===== src/rtl/lsr_pipe.sv =====
// Purpose: pipelined logical-shift-right barrel shifter, one registered stage per shift level.
// Latency: LOG2W cycles from input transfer to O_valid; one result per cycle when unstalled.
// Backpressure: valid/ready chain; a stage advances when it is empty or the stage below advances.
module lsr_pipe #(
  parameter int WIDTH = 8,
  localparam int LOG2W = $clog2(WIDTH)
) (
  input  logic             CLK,
  input  logic             RESET,
  input  logic [WIDTH-1:0] I,
  input  logic [LOG2W-1:0] S,
  input  logic             I_valid,
  output logic             I_ready,
  output logic [WIDTH-1:0] O,
  output logic             O_valid,
  input  logic             O_ready
);

  // Per-stage register outputs, gathered so the next stage can read them by index.
  logic [WIDTH-1:0] w_data [LOG2W];
  logic [LOG2W-1:0] w_sh   [LOG2W];
  logic             w_vld  [LOG2W];

  // Per-stage inputs (from I/S/I_valid for stage 0, from the previous stage otherwise).
  logic [WIDTH-1:0] w_d_in  [LOG2W];
  logic [LOG2W-1:0] w_sh_in [LOG2W];
  logic             w_v_in  [LOG2W];

  // Stage k may load this cycle.
  logic             w_rdy   [LOG2W];

  // The last stage's leftover shift bits are always zero and feed nothing.
  logic             w_unused;

  for (genvar k = 0; k < LOG2W; k++) begin : g_stage
    logic [WIDTH-1:0] r_data;
    logic [LOG2W-1:0] r_sh;
    logic             r_vld;
    logic [WIDTH-1:0] w_d_nxt;

    if (k == 0) begin : g_head
      assign w_d_in[k]  = I;
      assign w_sh_in[k] = S;
      assign w_v_in[k]  = I_valid;
    end else begin : g_body
      assign w_d_in[k]  = w_data[k-1];
      assign w_sh_in[k] = w_sh[k-1];
      assign w_v_in[k]  = w_vld[k-1];
    end

    // The output stage frees up when downstream takes it; earlier stages when the next one moves.
    if (k == LOG2W - 1) begin : g_tail
      assign w_rdy[k] = O_ready | ~r_vld;
    end else begin : g_mid
      assign w_rdy[k] = ~r_vld | w_rdy[k+1];
    end

    // Bit 0 of the incoming shift field always selects this stage's 2^k shift.
    assign w_d_nxt = w_sh_in[k][0] ? (w_d_in[k] >> (1 << k)) : w_d_in[k];

    // Valid bit: cleared by reset, otherwise follows upstream valid whenever the stage loads.
    always_ff @(posedge CLK) begin
      if (RESET) begin
        r_vld <= 1'b0;
      end else if (w_rdy[k]) begin
        r_vld <= w_v_in[k];
      end
    end

    // Data and remaining shift bits; consumed bit is dropped so the next level sees its bit at 0.
    always_ff @(posedge CLK) begin
      if (w_rdy[k]) begin
        r_data <= w_d_nxt;
        r_sh   <= w_sh_in[k] >> 1;
      end
    end

    assign w_data[k] = r_data;
    assign w_sh[k]   = r_sh;
    assign w_vld[k]  = r_vld;
  end

  assign w_unused = ^w_sh[LOG2W-1];

  assign I_ready = w_rdy[0];
  assign O       = w_data[LOG2W-1];
  assign O_valid = w_vld[LOG2W-1];

endmodule


===== config.mk =====
export PLATFORM = sky130hd
export DESIGN_NAME = lsr_pipe
export DESIGN_NICKNAME = d
export VERILOG_FILES = /design/src/rtl/lsr_pipe.sv
export SDC_FILE = /design/constraint.sdc
export NUM_CORES = 1
export LEC_CHECK = 0
export BUFFER_PORTS_ARGS = -buffer_cell sky130_fd_sc_hd__buf_2
export CORE_MARGIN = 10
export CORE_UTILIZATION = 40
export DETAILED_ROUTE_END_ITERATION = 7
export MAX_ROUTING_LAYER = met4
export PLACE_DENSITY_LB_ADDON = 0.25
export SKIP_CTS_REPAIR_TIMING = 1
export SYNTH_ARGS = -nofsm -noshare
export SYNTH_HDL_FRONTEND = slang
export SYNTH_SLANG_ARGS = --single-unit

===== constraint.sdc =====
create_clock -name CLK -period 1 [get_ports CLK]
set_input_delay 0.15 -clock CLK [delete_from_list [all_inputs] [get_ports CLK]]
set_output_delay 0.15 -clock CLK [all_outputs]
set_load 0.05 [all_outputs]

==> results by group, run 1 <==
Timing
  • Fmax: 773 MHz
  • Final Setup Violations: 30
  • Final hold violation count: 0
  • Hold Slack: 0.0604 ns
  • Setup total negative slack: -2.01 ns
  • Max-slew violations: 0
  • Worst-margin pin slew: 0.240 ns
  • Worst setup margin: -0.293 ns
  • Rel. slew slack: 0.839
  • Clock Skews: 0.0108 ns
  • Tcrit/Tclk final: 1.29
  • RSZ-0062 raised after global routing: yes
  • Crit path time final: 1.29 ns

Outcome
  • Failing checks: setup timing
  • Status: complete, but fails checks

Placement
  • Dpl cells: 140
  • Placer congestion estimate: 0.666
  • Buffers on Ports: 24
  • Detailed placer's ending HPWL: 1390 µm

Job
  • Max-capacitance violation count: 0

Synth
  • Mean post-synth cell area: 19.0 µm²
  • Post-synth cell types: 10
  • Top post-synthesis cells by area: edfxtp_1, mux2_4, dfxtp_1, nor2b_1, buf_6
  • Synth Area in Adders: 0
  • Post-Syn Nets: 81
  • Main combinational cell family by area after synthesis: multiplexers
  • Yosys reg bits: 30
  • Register area share after synthesis: 0.695
  • Compound-Gate Fraction of Synth Area: 0.0120
  • Top-area cell type share of the netlist area: 0.647
  • Synth Cell Area: 0.00125 mm²
  • Post-Synth XOR/XNOR Area: 0
  • Simple-gate portion of the synthesized area: 0.0529
  • Yosys warning count: 0
  • Multiplexer share of the synthesized area: 0.204
  • Synth Instances: 66
  • Leading area contributor after synthesis: edfxtp_1

Final layout
  • Commonest non-fill, non-tap cell in the layout: edfxtp_1
  • Most frequent cells in the layout: edfxtp_1, mux2_4, buf_2, buf_6, nor2b_1
  • Inserted Diodes: 0
  • Post-route insts no fill: 154
  • Layout cells sized above 1: 0.582
  • Fillers: 241
  • Sequential Area: 876 µm²
  • Layout Area Growth over Synthesis: 37.3%
  • Multi-input logic area: 340 µm²
  • Final #Nets: 124

Clock tree
  • CTS tree: yes
  • Clock Path Buffers: 2
  • H-tree lvl count: 2
  • TritonCTS Buffers: 5
  • Root buffer cell: clkbuf_4
  • CTS sink cnt: 30
  • Worst skew pair latency: 0.33 ns
  • Clock transition at the registers of the reported paths: 0.09 ns

Detailed routing
  • DRT Pass-1 Iters: 4
  • Iter 0 DRT Violations: 26
  • Via count: 666
  • ANT nets after route: 0
  • Routed len/inst: 11.8 µm
  • Residual DRC: 0
  • Via/cell ratio: 4.32
  • Final wirelength: 1820 µm

Critical path
  • Worst EP arrival: 1.14 ns
  • Crit path max fanout: 4
  • Setup Crit Path Kind: flop to primary output
  • CP required: 0.85 ns
  • Crit. End Element: primary output
  • Setup crit start kind: flop
  • R2r setup slk: -0.13 ns

Power
  • Switching pwr: 0.654 mW
  • Sw Ratio: 0.227
  • Power Density: 1680 mW/mm²
  • Clock share of power: 0.320
  • P_int: 2.23 mW
  • Leak pwr: 0.745 nW
  • Max VDD drop: 999 µV
  • Combinational Power Share: 0.152
  • Share of total power in sequential cells: 0.527
  • Tot Pwr: 2.88 mW

Die
  • Core area: 0.00303 mm²
  • Die Span Y: 76.0 µm
  • Placement Rows: 20
  • Die width: 76.0 µm
  • Initial core utilization: 0.414
  • Io pins: 25
  • Die area: 0.00577 mm²

Global routing
  • Initial antenna violation count: 0
  • Largest net degree at the start of global routing: 11
  • Grt total ovfl: 0
  • First-pass GRT wire length: 2940 µm
  • Vias in the first global route: 704
  • Gr usage total: 0.0669

Hold path
  • Worst Hold Class: input pin to flop
layout make-up:
cell class | count | area share
Clock buffer | 5 | 0.0218
Clock inverter | 3 | 0.0233
Inverter | 3 | 0.00655
Multi-Input combinational cell | 30 | 0.198
Sequential cell | 30 | 0.509
Tap cell | 44 | 0.0320
Timing Repair Buffer | 39 | 0.209
synth_stat cells (all sizes together):
master,instances
edfxtp,27
mux2,17
nor2b,7
a21oi,3
buf,3
dfxtp,3
inv,3
nand2b,1
nand3b,1
nand4b,1
power by group through the flow:
| stage | registers [mW] | clock network, mW | logic [mW] |
|---|---|---|---|
| global placement | 1.55 | 0 | 0.352 |
| global route | 1.53 | 1.02 | 0.462 |
| finish | 1.52 | 0.924 | 0.439 |
| detailed placement | 1.55 | 0 | 0.358 |
| CTS | 1.52 | 0.961 | 0.358 |
| floorplan | 1.66 | 0 | 0.157 |
state kept, by name, summed over array words and instances, names as in the netlist:
name            flops
O                   8
g_stage.r_data     16
g_stage.r_sh        3
O_valid             1
g_stage.r_vld       2
critical path, stage by stage (launching register included):
cell	delay, ns
dfxtp_4	0.37
nand4b_1	0.22
buf_6	0.24
cells by family (layout without fill, tap and decap cells):
logic type	after synthesis	count (layout)
mux	17	17
flops	30	30
compound gates	3	3
simple gates	10	10
buf+inv	6	50
layer usage:
metal / part of all wire / track usage
met5: 0 / -
met4: 0.022 / 0.0398
met3: 0.075 / 0.0495
met2: 0.52 / 0.109
met1: 0.38 / 0.0527
stage by stage:
step,setup WS (ns),area [µm²],util
after CTS,-0.367,1570,0.518
after floorplan,-0.802,1260,-
after detailed placement,-0.156,1490,0.492
after global placement,-0.121,1490,0.492
final,-0.293,1720,0.568
after global routing,-0.389,1720,0.568
path summary, 6_finish.rpt:
kind / start / endpoint / depth (start not counted)
hold / removal: I_valid / g_stage[0].r_vld / 3
setup reg to reg: g_stage[1].r_sh[0] / O[3] / 2
hold reg to reg: g_stage[0].r_sh[1] / g_stage[1].r_sh[0] / 0
setup / recovery: O_valid / I_ready / 2
Note: power is estimated with default switching activity, not from simulation.
==> run 2: changes to the inputs <==
==> constraint.sdc (replaced) <==
create_clock -name CLK -period 1 [get_ports CLK]
set_input_delay 0.1 -clock CLK [delete_from_list [all_inputs] [get_ports CLK]]
set_output_delay 0.1 -clock CLK [all_outputs]
set_load 0.05 [all_outputs]
==> run 2 against run 1 <==
Effect of this change:
- the flow still finishes with violations (setup timing)
- fmax up 9.5%
- die area unchanged
- hold slack better by 0.030 ns
- non-clock buffer count rose by 3
- register-to-register slack about the same
- power fell by 1.7%
- global-route usage down 0.33 points
- critical path depth increased by 1
==> results by group, run 2 (same netlist as run 1, synthesis figures left out) <==
Final layout
  • Final core occ: 0.573 (was 0.568)
  • Layout cells sized above 1: 0.571 (was 0.582)
  • Final #Nets: 127 (was 124)
  • Max reg flops: 16 (unchanged)
  • Commonest non-fill, non-tap cell in the layout: edfxtp_1 (unchanged)
  • Biggest register: g_stage.r_data (unchanged)
  • Inserted Diodes: 0 (unchanged)
  • Fillers: 237 (was 241)
  • Finished Cell Area: 0.00173 mm² (was 0.00172 mm²)
  • Layout Area Growth over Synthesis: 38.5% (was 37.3%)
  • Most frequent cells in the layout: edfxtp_1, mux2_4, buf_2, buf_6, buf_4 (was edfxtp_1, mux2_4, buf_2, buf_6, nor2b_1)

Global routing
  • Initial antenna violation count: 0 (unchanged)
  • Vias in the first global route: 686 (was 704)
  • Gr usage total: 0.0636 (was 0.0669)
  • Grt total ovfl: 0 (unchanged)
  • Largest net degree at the start of global routing: 13 (was 11)
  • First-pass GRT wire length: 2860 µm (was 2940 µm)

Placement
  • Dpl cell area: 0.00146 mm² (was 0.00149 mm²)
  • Placer congestion estimate: 0.666 (about the same)
  • Buffers on Ports: 24 (unchanged)
  • Detailed placer's ending HPWL: 1360 µm (was 1390 µm)
  • Setup WS pre-CTS: -0.145 ns (was -0.156 ns)

Critical path
  • Worst EP arrival: 1.08 ns (was 1.14 ns)
  • Setup crit start kind: flop (unchanged)
  • Crit-path max cell delay: 0.36 ns (was 0.37 ns)
  • Worst path bufs/invs: 2 (was 1)
  • Slowest cell on crit path: dfxtp_4 (unchanged)
  • Crit path max-delay family: flip-flops (unchanged)
  • Cell depth of the worst flop-to-flop path: 2 (unchanged)
  • R2r startpoint: g_stage[1].r_sh[0] (unchanged)
  • CP required: 0.90 ns (was 0.85 ns)
  • Setup Crit Path Kind: flop to primary output (unchanged)
  • R2r setup slk: -0.12 ns (was -0.13 ns)
  • Crit path max fanout: 8 (was 4)
  • RR Endpoint: O[1] (was O[3])
  • CP Cell Sequence: nand4b_1 -> buf_6 -> buf_8 (was nand4b_1 -> buf_6)
  • Crit. End Element: primary output (unchanged)
  • Crit path from: O_valid (unchanged)

Clock tree
  • Worst skew pair latency: 0.31 ns (was 0.33 ns)
  • Clock transition at the registers of the reported paths: 0.09 ns (about the same)
  • CTS tree: yes (unchanged)
  • CTS sink cnt: 30 (unchanged)
  • Clock Path Buffers: 2 (unchanged)
  • TritonCTS Buffers: 5 (unchanged)
  • H-tree lvl count: 2 (unchanged)
  • Root buffer cell: clkbuf_4 (unchanged)

Detailed routing
  • ANT nets after route: 0 (unchanged)
  • Iter 0 DRT Violations: 8 (was 26)
  • Routed len/inst: 11.7 µm (was 11.8 µm)
  • Final wirelength: 1830 µm (was 1820 µm)
  • DRT Pass-1 Iters: 4 (unchanged)
  • Via count: 680 (was 666)
  • Residual DRC: 0 (unchanged)
  • Via/cell ratio: 4.36 (was 4.32)

Power
  • Leak pwr: 0.754 nW (was 0.745 nW)
  • Tot Pwr: 2.83 mW (was 2.88 mW)
  • Power Density: 1630 mW/mm² (was 1680 mW/mm²)
  • Max VDD drop: 931 µV (was 999 µV)

Timing
  • Final hold violation count: 0 (unchanged)
  • Clock Skews: 0.0108 ns (about the same)
  • Rel. slew slack: 0.835 (was 0.839)
  • Worst setup margin: -0.181 ns (was -0.293 ns)
  • Worst-margin pin slew: 0.250 ns (was 0.240 ns)
  • Fmax: 847 MHz (was 773 MHz)
  • Crit path time final: 1.18 ns (was 1.29 ns)
  • RSZ-0062 raised after global routing: yes (unchanged)
  • Max-slew violations: 0 (unchanged)
  • Hold Slack: 0.0902 ns (was 0.0604 ns)
  • Tcrit/Tclk final: 1.18 (was 1.29)
  • Final Setup Violations: 23 (was 30)

Hold path
  • Worst Hold Class: input pin to flop (unchanged)
  • Hold Path Cell Cnt: 2 (was 3)
  • Source of the worst hold timing path: I[0] (was I_valid)
  • WHS Endpoint: g_stage[0].r_data[0] (was g_stage[0].r_vld)

Die
  • Die Span Y: 76.0 µm (unchanged)
  • Io pins: 25 (unchanged)
  • Placement Rows: 20 (unchanged)
  • Initial core utilization: 0.414 (unchanged)
  • Die area: 0.00577 mm² (unchanged)
  • Core area: 0.00303 mm² (unchanged)
  • Die width: 76.0 µm (unchanged)

Outcome
  • Status: complete, but fails checks (unchanged)
  • Failing checks: setup timing (unchanged)

Job
  • Max-capacitance violation count: 0 (unchanged)
## run 2: how the worst max path moves through the flow
stage,cells after the start,end
6_report,3,I_ready
5_1_grt,3,I_ready
4_1_cts,3,I_ready
3_5_place_dp,1,g_stage[1].r_data[2]
3_3_place_gp,1,g_stage[1].r_data[4]
2_1_floorplan,1,g_stage[0].r_data[0]
## run 2: routing by layer
layer  vias up  track usage  part of all wire
met5         -            -                 0
met4         0       0.0227            0.0060
met3         2       0.0483             0.071
met2        25        0.109              0.55
met1       315       0.0506              0.38
li1        338            -                 -
## run 2: cell type report
class                           count  area (µm²)  area share
Clock buffer                        5        37.5      0.0216
Clock inverter                      2        33.8      0.0195
Inverter                            3        11.3     0.00649
Multi-Input combinational cell     30         337       0.194
Sequential cell                    30         877       0.506
Tap cell                           44        55.1      0.0317
Timing Repair Buffer               42         383       0.221
## run 2: through the flow
step / cells / setup TNS, ns
2_1_floorplan: 66 / -10.07
3_3_place_gp: 136 / -1.16
3_5_place_dp: 136 / -1.33
4_1_cts: 143 / -1.98
5_1_grt: 156 / -2.73
6_report: 156 / -1.46
## run 2: power breakdown
group          internal, mW  total, mW  switching (mW)
registers              1.48       1.52          0.0435
logic                 0.233      0.437           0.203
clock network         0.505      0.877           0.372
